### src/rtl/rr_arbiter_8_pkg.sv
// Shared types and constants for the 8-way round-robin arbiter.
package rr_arbiter_8_pkg;

  localparam int NUM_REQ          = 8;
  localparam int IDX_W            = 3;
  localparam int MAX_HOLD_DEFAULT = 16;
  localparam int HOLD_W           = 8;

  typedef enum logic {
    IDLE  = 1'b0,
    GRANT = 1'b1
  } arb_state_e;

endpackage

### src/rtl/rr_arbiter_8_if.sv
// Request/grant bundle between requesters (master) and the arbiter (slave).
interface rr_arbiter_8_if
  import rr_arbiter_8_pkg::*;
();
  logic               En;
  logic [NUM_REQ-1:0] req;
  logic               done;
  logic [NUM_REQ-1:0] gnt;
  logic [IDX_W-1:0]   gnt_idx;
  logic               busy;
  logic               timeout;

  modport master (
    output En, req, done,
    input  gnt, gnt_idx, busy, timeout
  );

  modport slave (
    input  En, req, done,
    output gnt, gnt_idx, busy, timeout
  );
endinterface

### src/rtl/rr_arbiter_8_decoder_3x8.sv
// Enabled binary-to-one-hot decoder; one output bit per requester lane.
module decoder_3x8
  import rr_arbiter_8_pkg::*;
(
  input  logic               en,
  input  logic [IDX_W-1:0]   a,
  output logic [NUM_REQ-1:0] y
);

  for (genvar i = 0; i < NUM_REQ; i++) begin : g_lane
    assign y[i] = en && (a == IDX_W'(i));
  end

endmodule

### src/rtl/rr_arbiter_8.sv
// 8-way round-robin arbiter with per-grant hold limit and timeout pulse.
// Grants are held until done, request drop, enable drop or the hold limit,
// and every release passes through at least one IDLE cycle.
module rr_arbiter_8
  import rr_arbiter_8_pkg::*;
#(
  parameter int MAX_HOLD = MAX_HOLD_DEFAULT
) (
  input  logic           clk,
  input  logic           rst_n,
  rr_arbiter_8_if.slave  bus
);

  localparam logic [HOLD_W-1:0] HOLD_LIM = HOLD_W'(MAX_HOLD);

  arb_state_e        state_q, state_d;
  logic [IDX_W-1:0]  idx_q, idx_d;
  logic [IDX_W-1:0]  last_q, last_d;
  logic [HOLD_W-1:0] hold_q, hold_d;
  logic              to_q, to_d;

  logic              win_vld;
  logic [IDX_W-1:0]  win_idx;
  logic [IDX_W-1:0]  cand;
  logic              own_req;
  logic              at_lim;
  logic              release_now;

  // Rotating priority search: first set req bit after last_q, wrapping.
  always_comb begin
    win_vld = 1'b0;
    win_idx = last_q;
    cand    = last_q;
    for (int k = 1; k <= NUM_REQ; k++) begin
      cand = last_q + IDX_W'(k);
      if (!win_vld && bus.req[cand]) begin
        win_vld = 1'b1;
        win_idx = cand;
      end
    end
  end

  assign own_req     = bus.req[idx_q];
  assign at_lim      = (hold_q == HOLD_LIM);
  assign release_now = bus.done || !own_req || !bus.En || at_lim;

  // Next-state logic; timeout only when the hold limit is the sole cause.
  always_comb begin
    state_d = state_q;
    idx_d   = idx_q;
    last_d  = last_q;
    hold_d  = hold_q;
    to_d    = 1'b0;
    unique case (state_q)
      IDLE: begin
        if (bus.En && win_vld) begin
          state_d = GRANT;
          idx_d   = win_idx;
          last_d  = win_idx;
          hold_d  = HOLD_W'(1);
        end
      end
      GRANT: begin
        if (release_now) begin
          state_d = IDLE;
          hold_d  = '0;
          to_d    = at_lim && !bus.done && own_req && bus.En;
        end else begin
          hold_d  = hold_q + HOLD_W'(1);
        end
      end
      default: state_d = IDLE;
    endcase
  end

  // State registers; reset points the search so requester 0 goes first.
  always_ff @(posedge clk or negedge rst_n) begin
    if (!rst_n) begin
      state_q <= IDLE;
      idx_q   <= '0;
      last_q  <= IDX_W'(NUM_REQ - 1);
      hold_q  <= '0;
      to_q    <= 1'b0;
    end else begin
      state_q <= state_d;
      idx_q   <= idx_d;
      last_q  <= last_d;
      hold_q  <= hold_d;
      to_q    <= to_d;
    end
  end

  assign bus.busy    = (state_q == GRANT);
  assign bus.gnt_idx = idx_q;
  assign bus.timeout = to_q;

  decoder_3x8 u_dec (
    .en (bus.busy),
    .a  (idx_q),
    .y  (bus.gnt)
  );

endmodule

### src/flat_wrapper.sv
// flat-port wrapper written by rule: the top's interface ports become plain ports
module rr_arbiter_8_flat import rr_arbiter_8_pkg::*;
#(
  parameter int MAX_HOLD = MAX_HOLD_DEFAULT
)
  (clk, rst_n, bus_En, bus_req, bus_done, bus_gnt, bus_gnt_idx, bus_busy, bus_timeout);
  rr_arbiter_8_if bus_i ();
  input  logic clk;
  input  logic rst_n;
  input wire logic [$bits(bus_i.En)-1:0] bus_En;
  input wire logic [$bits(bus_i.req)-1:0] bus_req;
  input wire logic [$bits(bus_i.done)-1:0] bus_done;
  output wire logic [$bits(bus_i.gnt)-1:0] bus_gnt;
  output wire logic [$bits(bus_i.gnt_idx)-1:0] bus_gnt_idx;
  output wire logic [$bits(bus_i.busy)-1:0] bus_busy;
  output wire logic [$bits(bus_i.timeout)-1:0] bus_timeout;
  assign bus_i.En = bus_En;
  assign bus_i.req = bus_req;
  assign bus_i.done = bus_done;
  assign bus_gnt = bus_i.gnt;
  assign bus_gnt_idx = bus_i.gnt_idx;
  assign bus_busy = bus_i.busy;
  assign bus_timeout = bus_i.timeout;
  rr_arbiter_8 #(.MAX_HOLD(MAX_HOLD)) u_core (.clk(clk), .rst_n(rst_n), .bus(bus_i));
endmodule
### config.mk
export PLATFORM = sky130hd
export DESIGN_NAME = rr_arbiter_8_flat
export DESIGN_NICKNAME = d
export VERILOG_FILES = /design/src/rtl/rr_arbiter_8_pkg.sv /design/src/rtl/rr_arbiter_8_if.sv /design/src/rtl/rr_arbiter_8_decoder_3x8.sv /design/src/rtl/rr_arbiter_8.sv /design/src/flat_wrapper.sv
export SDC_FILE = /design/constraint.sdc
export NUM_CORES = 1
export LEC_CHECK = 0
export ABC_AREA = 1
export CORE_ASPECT_RATIO = 1.4
export CORE_UTILIZATION = 50
export CTS_CLUSTER_DIAMETER = 120
export DETAILED_ROUTE_END_ITERATION = 8
export PLACE_DENSITY = 0.75
export SETUP_SLACK_MARGIN = 0.15
export SYNTH_ARGS = -nofsm -noshare
export SYNTH_HDL_FRONTEND = slang
export SYNTH_HIERARCHICAL = 1
export SYNTH_SLANG_ARGS = --single-unit
### constraint.sdc
create_clock -name clk -period 3.3 [get_ports clk]
set_input_delay 0.66 -clock clk [delete_from_list [all_inputs] [get_ports clk]]
set_output_delay 0.66 -clock clk [all_outputs]
set_load 0.03 [all_outputs]
Word level (Yosys, flattened, before mapping)
Cells that the tools add are included.
Widths: inputs -> output; s select.
{"block": "op_classes", "add_sub_neg": 8, "order_cmp": 9, "n_eq_ne": 9, "muxes": 42, "n_bitwise": 1, "reduce_logical": 34}
{"operator": "$lt 3x4->1 const B", "n": 9}
{"operator": "$bmux 1 s3", "n": 9}
{"operator": "$mux 3", "n": 8}
{"operator": "$mux 1", "n": 21}
{"operator": "$logic_and 1x1->1", "n": 19}
{"operator": "$mux 8", "n": 2}
{"operator": "$pmux 8 s2", "n": 1}
{"operator": "$add 3x3->3 const B", "n": 4}
{"operator": "$eq 3x3->1 const B", "n": 4}
{"operator": "$logic_not 1->1", "n": 10}
{"operator": "$add 8x1->8 const B", "n": 1}
{"operator": "$eq 8x5->1 const B", "n": 1}
{"operator": "$add 3x2->3 const B", "n": 2}
{"operator": "$eq 3x2->1 const B", "n": 2}
{"operator": "$add 3x1->3 const B", "n": 1}
{"operator": "$eq 3x1->1 const B", "n": 1}
{"operator": "$logic_not 3->1", "n": 1}
{"operator": "$logic_or 1x1->1", "n": 3}
{"operator": "$ne 2x1->1 const B", "n": 1}
{"operator": "$pmux 1 s2", "n": 1}
{"operator": "$reduce_and 2->1", "n": 1}
{"operator": "$not 1->1", "n": 1}
{"block": "totals", "regBits": 16, "inputBits": 12, "output_inout_bits": 13, "elab_cells": 108}

Depth between registers and ports, before layout
Gate-level depths: netlist of run 1.
{"block": "depth", "depth_word": 28, "depth_mapped": 19, "mapped_depth_nobuf": 18}

Cells and area by module
Netlist of run 1, hierarchy kept.
{"mod": "rr_arbiter_8", "n_inst": 1, "cells_per_inst": 235, "area_each_um2": 1594.0}
{"mod": "decoder_3x8", "n_inst": 1, "cells_per_inst": 17, "area_each_um2": 63.8}

Worst setup path before layout of run 1
OpenSTA, ideal clock, no wires.
{"block": "synth_timing", "kind": "flip-flop to flip-flop", "start": "reg u_core.last_q[1]", "end": "reg u_core.idx_q[1] (netlist: u_core/bus.gnt_idx[1])", "setup_time_ns": 0.118, "arrival_time_ns": 2.284, "required_time_ns": 3.182, "setup_slack_ns": 0.898, "stages_incl_launch_ff": 17, "path_buffers": 2, "period_less_slack_ns": 2.402, "cell_sequence": "dfstp_2 > buf_4 > inv_2 > ha_1 > buf_2 > inv_2 > nand3_2 > nand3_2 > nand2_4 > nor2_8 > nand4_4 > nor2_4 > nand3_2 > nand3_4 > inv_4 > nand2_1 > nand2_1"}
{"block": "synth_between", "elab_chain_cells": 27}
{"item": "from (decl)", "line": "rr_arbiter_8.sv:18", "text": "logic [IDX_W-1:0] last_q, last_d;"}
{"item": "from (signal assigned)", "line": "rr_arbiter_8.sv:81", "text": "last_q <= IDX_W'(NUM_REQ - 1);"}
{"item": "from (signal assigned)", "line": "rr_arbiter_8.sv:87", "text": "last_q <= last_d;"}
{"item": "$add 3x1->3", "line": "rr_arbiter_8.sv:35", "text": "cand = last_q + IDX_W'(k);"}
{"item": "$bmux 1 s3", "line": "rr_arbiter_8.sv:36", "text": "if (!win_vld && bus.req[cand]) begin"}
{"item": "$mux 1 (not written as such)", "line": "rr_arbiter_8.sv:36"}
{"item": "$mux 1", "line": "rr_arbiter_8.sv:36"}
{"item": "$logic_not 1->1", "line": "rr_arbiter_8.sv:36"}
{"item": "$logic_and 1x1->1", "line": "rr_arbiter_8.sv:36"}
{"item": "$mux 1", "line": "rr_arbiter_8.sv:36"}
{"item": "$logic_not 1->1", "line": "rr_arbiter_8.sv:36"}
{"item": "[11 not listed]"}
{"item": "$logic_not 1->1", "line": "rr_arbiter_8.sv:36"}
{"item": "$logic_and 1x1->1", "line": "rr_arbiter_8.sv:36"}
{"item": "$mux 1", "line": "rr_arbiter_8.sv:36"}
{"item": "$logic_not 1->1", "line": "rr_arbiter_8.sv:36"}
{"item": "$logic_and 1x1->1", "line": "rr_arbiter_8.sv:36"}
{"item": "$mux 1", "line": "rr_arbiter_8.sv:36"}
{"item": "$logic_and 1x1->1", "line": "rr_arbiter_8.sv:56", "text": "if (bus.En && win_vld) begin"}
{"item": "$reduce_and 2->1 (no source line)"}
{"item": "to (signal assigned)", "line": "rr_arbiter_8.sv:86", "text": "idx_q <= idx_d;"}
{"item": "to (decl)", "line": "rr_arbiter_8.sv:17", "text": "logic [IDX_W-1:0] idx_q, idx_d;"}
Parallel ways exist; a longest one is shown, timed or not. The select of a mux whose other input is x is not followed.
A chain may end at the register's enable or synchronous reset.

Worst setup path in the final report of run 1
{"block": "layout_timing", "start": "reg u_core.last_q[0]", "end": "reg u_core.idx_q[1] (netlist: u_core/bus.gnt_idx[1])"}
Same word-level chain as after synthesis.

==> impl_metrics.toml, run 1 <==
[cells_and_area]
areaGrowthSynthToFinish_pct = 19.3
drive_gt1_frac = 0.148
fin_nets = 294
n_antenna_cell = 0
nFillCells = 297
final_util = 0.633

[routing]
vias = 1673
drc = 0
routedWlPerCell_um = 12.7
finalWirelength_mm = 4.01
drtIter0Drc = 45
via_per_inst = 5.29
first_pass_iters = 4
antenna_left = 0

[worst_setup_path]
critPathLaunch = "u_core/last_q[0]"
r2r_slack_ns = 0.64
crit_family = "simple AND/OR/NAND/NOR gates"
critPathMaxStageDelay_ns = 0.67
crit_cells = 16
crit_path_start_kind = "flop"
worstPathArrival_ns = 2.80
end_kind = "flop"
cp_slowest_cell = "dfstp_2"
cp_common_cell = "nand2_1"
crit_type = "flop to flop"
cp_max_fo = 14
worstPathRequired_ns = 3.44
r2r.worst_path.cells = 16
path_cells = "inv_2, ha_1, inv_2, nand3_2, nand3_2, nand2_4, nor2_8, nand4_4, nor2_2, nand2_1, nand2_1, inv_1, nand2_1, nand2_1, nand2_1, nand2_1"
path_buf_inv = 3
worstReg2RegStart = "u_core/last_q[0]"

[clocking]
cts.sinks = 16
post_cts_resized = 0
clockBufferDepth = 2
clk_latency_ns = 0.25
postCtsHoldBufs = 0
cts_setup_buffers = 0
cts-htree-levels = 1
cts_tree = "yes"
numCtsBuffers = 3
cts_root_buffer = "clkbuf_8"
clk_pin_slew_ns = 0.06

[power_and_ir_drop]
power.share.switching = 0.578
p_sw_mw = 1.32
cellPowerDensity_nw_per_um2 = 1160
clkPwrFrac = 0.076
p_comb_frac = 0.764
p_seq_frac = 0.160
intPower_mw = 0.968
leakage_nw = 0.939
vdd_drop_max_mv = 0.699

[run_status]
status = "finished, final reports clean"

[place]
dp_hpwl_mm = 3.30
numPortBuffers = 24
gp_congestion = 0.901

[sta]
worst_pin_slew_ns = 0.692
hold_violations = 0
finalCriticalPeriod_ns = 2.66
slew_headroom = 0.537
rsz0062_at_grt = "false"
fin_skew_ns = 0.00407
fmax_ghz = 0.376
finalSetupTns_ns = 0
setup_violations = 0
drv_slew = 0
post-route-period-util = 0.805

[worst_hold_path]
hold_class = "flop to flop"
hold_depth = 2
min-delay-start = "u_core/hold_q[6]"

[floorplan]
start_util = 0.531
dieArea_um2 = 3550
die_width_um = 50.7
rows = 24
die-height_um = 70.1
fp.coreArea_um2 = 3120
io_pins = 25

[flow_run]
maxCapViolCount = 0

[synthesis]
syn-cell-area_um2 = 1660
ys_ff_latch = 16
syn_avg_cell_area_um2 = 6.58
yosysSeqAreaShare = 0.244
netlist_instances = 252
yosys_warnings = 6
synth.distinct_cells = 38
syn_nets = 268

[grt]
grt_pass1_vias = 1578
grtUsageTotal = 0.240
antenna_found_initial = 0
grt_start_max_net_pins = 17
grt_first_pass_wirelength_mm = 6.58
grt_overflow = 0
-- sequential cells by signal, summed over array words and instances (netlist names) --
name and flops:
u_core/bus.gnt_idx 3, u_core/bus.busy 1, u_core/hold_q 8, u_core/bus.timeout 1, u_core/last_q 3
-- logic make-up after synthesis --
| group | after synthesis | share of synthesized area |
|---|---|---|
| adder cells (fa/ha/maj) | 4 | 0.0302 |
| AO/OA/AOI/OAI | 22 | 0.0853 |
| XOR/XNOR | 10 | 0.0574 |
| buffers and inverters | 37 | 0.0951 |
| flip-flops | 16 | 0.244 |
| AND/OR/NAND/NOR | 163 | 0.488 |
-- worst paths after layout --
kind / endpoint
min in group asynchronous: u_core/hold_q[4]
max: u_core/bus.gnt_idx[1]
max reg2reg: u_core/bus.gnt_idx[1]
min: u_core/hold_q[6]
min reg2reg: u_core/hold_q[6]
max in group asynchronous: u_core/bus.gnt_idx[2]
-- cell usage after synthesis --
cell / count / share of area
nand2_1: 84 / 0.19
inv_1: 27 / 0.061
nor2_1: 23 / 0.052
nand3_1: 22 / 0.066
dfrtp_1: 13 / 0.20
nand3_2: 8 / 0.048
o22ai_1: 7 / 0.026
nand2_2: 6 / 0.023
xor2_1: 6 / 0.032
ha_1: 4 / 0.030
inv_2: 4 / 0.0091
nor3_1: 4 / 0.012
a21oi_1: 3 / 0.0091
dfstp_2: 3 / 0.048
nand4_1: 3 / 0.011
nor2_2: 3 / 0.011
xnor2_1: 3 / 0.016
a31oi_1: 2 / 0.0075
buf_4: 2 / 0.0091
nand2_4: 2 / 0.014
nor2_4: 2 / 0.014
nor4_1: 2 / 0.0075
o211ai_1: 2 / 0.0091
o21ai_1: 2 / 0.0060
o21ai_2: 2 / 0.011
a21boi_0: 1 / 0.0045
buf_2: 1 / 0.0030
buf_6: 1 / 0.0068
clkinv_1: 1 / 0.0023
inv_4: 1 / 0.0038
nand3_4: 1 / 0.011
nand4_4: 1 / 0.013
nor2_8: 1 / 0.012
o21ai_0: 1 / 0.0030
o21bai_1: 1 / 0.0045
o31ai_1: 1 / 0.0045
or2_2: 1 / 0.0038
xor2_2: 1 / 0.0098
-- metal layers --
layer | vias to the layer above | routed length [um] | global-route usage
met5 | - | 0 | 0
met2 | 27 | 2250 | 0.480
met1 | 768 | 1600 | 0.245
met4 | 0 | 99 | 0.0926
met3 | 14 | 67 | 0.0131
li1 | 864 | - | -
-- layout by cell type (no fill, tap or decap), types with 3 or more instances in the layout --
cell and instances:
a21oi_1 3, clkbuf_8 4, clkdlybuf4s50_1 24, dfrtp_1 13, dfstp_2 3, ha_1 4, inv_1 27, inv_2 4
nand2_1 84, nand2_2 6, nand3_1 22, nand3_2 8, nand4_1 3, nor2_1 23, nor2_2 3, nor3_1 4
o22ai_1 7, xnor2_1 3, xor2_1 6
-- layout make-up --
| cell class | count | area (um^2) | area share |
|---|---|---|---|
| clock buffers | 4 | 55.1 | 0.0278 |
| inverters | 33 | 126 | 0.0639 |
| multi-input cells | 199 | 1100 | 0.554 |
| flip-flops and latches | 16 | 404 | 0.204 |
| well taps | 39 | 48.8 | 0.0247 |
| repair buffers | 25 | 248 | 0.125 |
-- worst min-delay path: stages (launching register included) --
cell and delay, ns:
dfrtp_1 0.32, inv_1 0.08, o22ai_1 0.13
-- power by group through the flow --
| stage | registers (mW) | logic (mW) | clock network [mW] |
|---|---|---|---|
| after detailed placement | 0.369 | 1.76 | 0 |
| after global routing | 0.376 | 1.97 | 0.183 |
| final | 0.367 | 1.75 | 0.173 |
| after global placement | 0.367 | 1.74 | 0 |
| after floorplan | 0.356 | 1.41 | 0 |
| after CTS | 0.366 | 1.76 | 0.174 |
-- per-stage QoR --
step           cell area, um^2  hold slack (ns)  cells  power [mW]  setup slack (ns)
3_3_place_gp              1920            0.542    312        2.11             0.491
3_5_place_dp              1920            0.560    312        2.13             0.531
5_1_grt                   1980            0.596    316        2.53             0.401
6_report                  1980            0.576    316        2.29             0.644
2_1_floorplan             1660            0.364    252        1.77             0.898
4_1_cts                   1980            0.576    316        2.30             0.649
No activity file was read; power rests on OpenSTA's default activity.
==> run 2, diff against run 1 <==
Clock period 3.3 ns to 2.5 ns, I/O delays scaled along.
==> impl_metrics.toml, run 2 (synthesis results as in run 1) <==
[run_status]
status = "finished, final reports clean"

[worst_setup_path]
cp_max_fo = 8
worstPathRequired_ns = 2.63
crit_type = "flop to flop"
crit_path_start_kind = "flop"
worstPathArrival_ns = 2.47
end_kind = "flop"

[clocking]
clk_pin_slew_ns = 0.06
clk_latency_ns = 0.24
clockBufferDepth = 2
cts.sinks = 16
cts_tree = "yes"
cts-htree-levels = 1
numCtsBuffers = 3
cts_root_buffer = "clkbuf_8"

[sta]
finalSetupTns_ns = 0
fin_skew_ns = 0.00365
hold_violations = 0
post-route-period-util = 0.936
fmax_ghz = 0.428
rsz0062_at_grt = "true"
slew_headroom = 0.546
drv_slew = 0
finalCriticalPeriod_ns = 2.34
worst_pin_slew_ns = 0.678
setup_violations = 0
hold_ws_ns = 0.523

[routing]
routedWlPerCell_um = 13.3
first_pass_iters = 4
antenna_left = 0
via_per_inst = 5.47
drc = 0
drtIter0Drc = 73
finalWirelength_mm = 4.40
vias = 1815

[cells_and_area]
nFillCells = 263
post-route-cell-area_um2 = 2250
largest_register_ffs = 8
drive_gt1_frac = 0.256
n_antenna_cell = 0
final_common_cell = "nand2_1"
largest-register = "u_core/hold_q"
final_util = 0.720
final_cell_mix = "nand2_1 (81), inv_1 (26), clkdlybuf4s50_1 (24)"
areaGrowthSynthToFinish_pct = 35.5
fin_nets = 310

[place]
numPortBuffers = 24
gp_congestion = 0.846
dp_hpwl_mm = 3.31
placed_area_um2 = 2000

[power_and_ir_drop]
cellPowerDensity_nw_per_um2 = 1580
leakage_nw = 1.04
vdd_drop_max_mv = 1.19

[flow_run]
maxCapViolCount = 0

[floorplan]
rows = 24
io_pins = 25
die_width_um = 50.7
start_util = 0.531
dieArea_um2 = 3550
die-height_um = 70.1
fp.coreArea_um2 = 3120

[grt]
grtUsageTotal = 0.242
grt_first_pass_wirelength_mm = 6.65
antenna_found_initial = 0
grt_start_max_net_pins = 17
grt_overflow = 0
grt_pass1_vias = 1584

[worst_hold_path]
hold_class = "flop to flop"
## run 2: changes by cell type in the layout (fill, tap and decap cells not counted), moves of 2 or more
cell,change
nand3_1,-4
nand2_2,+3
nor2_1,-2
nand2_1,-3
o22ai_1,-6
buf_4,+14
o22ai_2,+6
nand3_4,+5
## run 2: final cells by class
class	count	area, um^2	share of cell area
Tap cell	39	48.8	0.0217
Timing Repair Buffer	40	364	0.162
Sequential cell	16	404	0.180
Clock buffer	4	55.1	0.0245
Multi-Input combinational cell	200	1240	0.551
Inverter	33	136	0.0607
## run 2: power breakdown
part	total (mW)	switching (mW)	internal (mW)
Sequential	0.478	0.132	0.345
Clock	0.218	0.0790	0.139
Combinational	2.86	1.77	1.09
Total	3.56	1.99	1.57
## run 2: path summary, 6_finish.rpt
check,start,end,slack (ns),cells past startpoint
worst max-delay path,u_core/last_q[1],u_core/bus.gnt_idx[1],0.16,13
worst min-delay path,u_core/last_q[0],u_core/last_q[0],0.52,2
worst max register to register,u_core/last_q[1],u_core/bus.gnt_idx[1],0.16,13
worst min register to register,u_core/last_q[0],u_core/last_q[0],0.52,2
max in group asynchronous,rst_n,u_core/bus.gnt_idx[2],1.40,1
min in group asynchronous,rst_n,u_core/hold_q[3],0.67,1
## run 2: worst max-delay path: stages (launching register included)
cell and delay (ns):
dfstp_2 0.58, clkinv_4 0.09, ha_4 0.33, nand3_2 0.13, nand3_4 0.12, nand2_4 0.09, nor2_8 0.18, nand4_4 0.13
nor2_4 0.15, nand3_4 0.11, nand3_4 0.14, inv_4 0.05, nand2_2 0.07, nand2_1 0.05
## run 2: metrics by stage
step	total power, mW	worst slack [ns]	std cells
6_report	3.56	0.161	332
5_1_grt	3.84	-0.0152	332
4_1_cts	3.20	0.157	323
3_5_place_dp	2.97	0.0461	319
3_3_place_gp	2.96	0.0988	319
2_1_floorplan	2.40	0.205	252
## run 2: per-layer routing
| layer | up-vias | wire, um | GRT usage |
|---|---|---|---|
| met1 | 834 | 1670 | 0.259 |
| met2 | 67 | 2470 | 0.480 |
| li1 | 897 | - | - |
| met5 | - | 0 | 0 |
| met4 | 0 | 79 | 0.0710 |
| met3 | 17 | 181 | 0.0174 |
## run 2: repair_timing
action	4_1_cts	5_1_grt
hold buffers	0	0
setup buffers	0	8
endpoints found under the setup margin	0	15
resized for setup	0	25
==> run 3, diff against run 2 <==
--- a/config.mk
+++ b/config.mk
@@ -8,8 +8,8 @@
 export ABC_AREA = 1
 export CORE_ASPECT_RATIO = 1.4
-export CORE_UTILIZATION = 50
+export CORE_UTILIZATION = 43
 export CTS_CLUSTER_DIAMETER = 120
 export DETAILED_ROUTE_END_ITERATION = 8
-export PLACE_DENSITY = 0.75
+export PLACE_DENSITY = 0.66
 export SETUP_SLACK_MARGIN = 0.15
 export SYNTH_ARGS = -nofsm -noshare
==> constraint.sdc (replaced) <==
create_clock -name clk -period 2.5 [get_ports clk]
set_input_delay 0.5 -clock clk [delete_from_list [all_inputs] [get_ports clk]]
set_output_delay 0.5 -clock clk [all_outputs]
set_load 0.05 [all_outputs]
==> impl_metrics.toml, run 3 (synthesis results as in run 1) <==
[worst_hold_path]
hold_depth = 1
hold_class = "flop to flop"

[sta]
fmax_ghz = 0.430
setup_violations = 0
fin_skew_ns = 0.00583
hold_violations = 0
drv_slew = 0
finalCriticalPeriod_ns = 2.33
worst_pin_slew_ns = 0.702
slew_headroom = 0.530
post-route-period-util = 0.930
rsz0062_at_grt = "true"

[grt]
grt_start_max_net_pins = 17
antenna_found_initial = 0
grt_first_pass_wirelength_mm = 7.16
grt_overflow = 0
grtUsageTotal = 0.240
grt_pass1_vias = 1624

[cells_and_area]
largest-register = "u_core/hold_q"
areaGrowthSynthToFinish_pct = 41.7
final_common_cell = "nand2_1"
final_util = 0.639
final_cell_mix = "nand2_1 (78), inv_1 (26), nor2_1 (21)"
n_antenna_cell = 0
fin_nets = 312
largest_register_ffs = 8
drive_gt1_frac = 0.275

[place]
numPortBuffers = 24
gp_congestion = 0.822
dp_hpwl_mm = 3.56

[floorplan]
io_pins = 25
dieArea_um2 = 4110
die_width_um = 54.5
start_util = 0.451
fp.coreArea_um2 = 3680
die-height_um = 75.5
rows = 26

[clocking]
clk_pin_slew_ns = 0.06
cts_root_buffer = "clkbuf_8"
cts.sinks = 16
cts_tree = "yes"
postCtsHoldBufs = 0
clockBufferDepth = 2
clk_latency_ns = 0.25
cts-htree-levels = 1
numCtsBuffers = 3

[routing]
vias = 1734
via_per_inst = 5.15
finalWirelength_mm = 4.61
routedWlPerCell_um = 13.7
drtIter0Drc = 67
drc = 0
antenna_left = 0
first_pass_iters = 4

[worst_setup_path]
cp_slowest_cell = "dfstp_2"
end_kind = "flop"
crit_path_start_kind = "flop"
crit_type = "flop to flop"
cp_max_fo = 6
worstPathArrival_ns = 2.46
path_buf_inv = 3
crit_cells = 16
critPathMaxStageDelay_ns = 0.57
r2r.worst_path.cells = 16
cp_common_cell = "nand2_1"
path_cells = "inv_4, ha_4, inv_6, nand3_4, nand2_1, nor2_1, nor2_2, nand4_4, nor2_4, nand2_2, nand2_1, inv_1, nand2_1, nand2_1, nand2_2, nand2_2"
crit_family = "simple AND/OR/NAND/NOR gates"
worstPathRequired_ns = 2.64

[flow_run]
maxCapViolCount = 0

[run_status]
status = "finished, final reports clean"
run 3: layout make-up:
| type | count | area (um^2) |
|---|---|---|
| Inverter | 33 | 134 |
| Sequential cell | 16 | 404 |
| Clock buffer | 4 | 55.1 |
| Multi-Input combinational cell | 200 | 1300 |
| Timing Repair Buffer | 42 | 403 |
| Tap cell | 42 | 52.6 |
| Fill cell | 334 | 1330 |
run 3: what timing repair did:
action | in CTS | in global routing
cloned | 1 | 0
setup endpoints to repair | 1 | 23
setup buffers | 0 | 8
pin swaps | 2 | 19
gates resized for setup | 1 | 43
run 3: layer usage:
layer	vias up	track usage	wire length [um]
met1	804	0.252	1790
met3	8	0.0240	79
met2	20	0.472	2650
met5	-	0	0
li1	902	-	-
met4	0	0.0826	90
run 3: per-stage QoR:
step	TNS [ns]	cell area (um^2)	worst slack [ns]	hold WS, ns	cells
finish	0	2350	0.175	0.564	337
floorplan	0	1690	0.203	0.204	252
detailed placement	0	2010	0.0509	0.547	324
CTS	0	2090	0.163	0.565	329
global route	-0.00687	2350	-0.00687	0.593	337
global placement	0	2010	0.109	0.555	324
run 3: path summary, 6_finish.rpt:
kind | from | to | slack (ns)
worst min register to register | u_core/hold_q[0] | u_core/hold_q[0] | 0.56
min in group asynchronous | rst_n | u_core/bus.gnt_idx[0] | 0.67
worst max register to register | u_core/last_q[1] | u_core/bus.gnt_idx[1] | 0.17
max in group asynchronous | rst_n | u_core/hold_q[3] | 1.38
worst min-delay path | u_core/hold_q[0] | u_core/hold_q[0] | 0.56
worst max-delay path | u_core/last_q[1] | u_core/bus.gnt_idx[1] | 0.17
Power of run 3 is left out: the tool's default activity adds up to more than one toggle a clock period on the data nets, which glitch-free logic cannot reach.
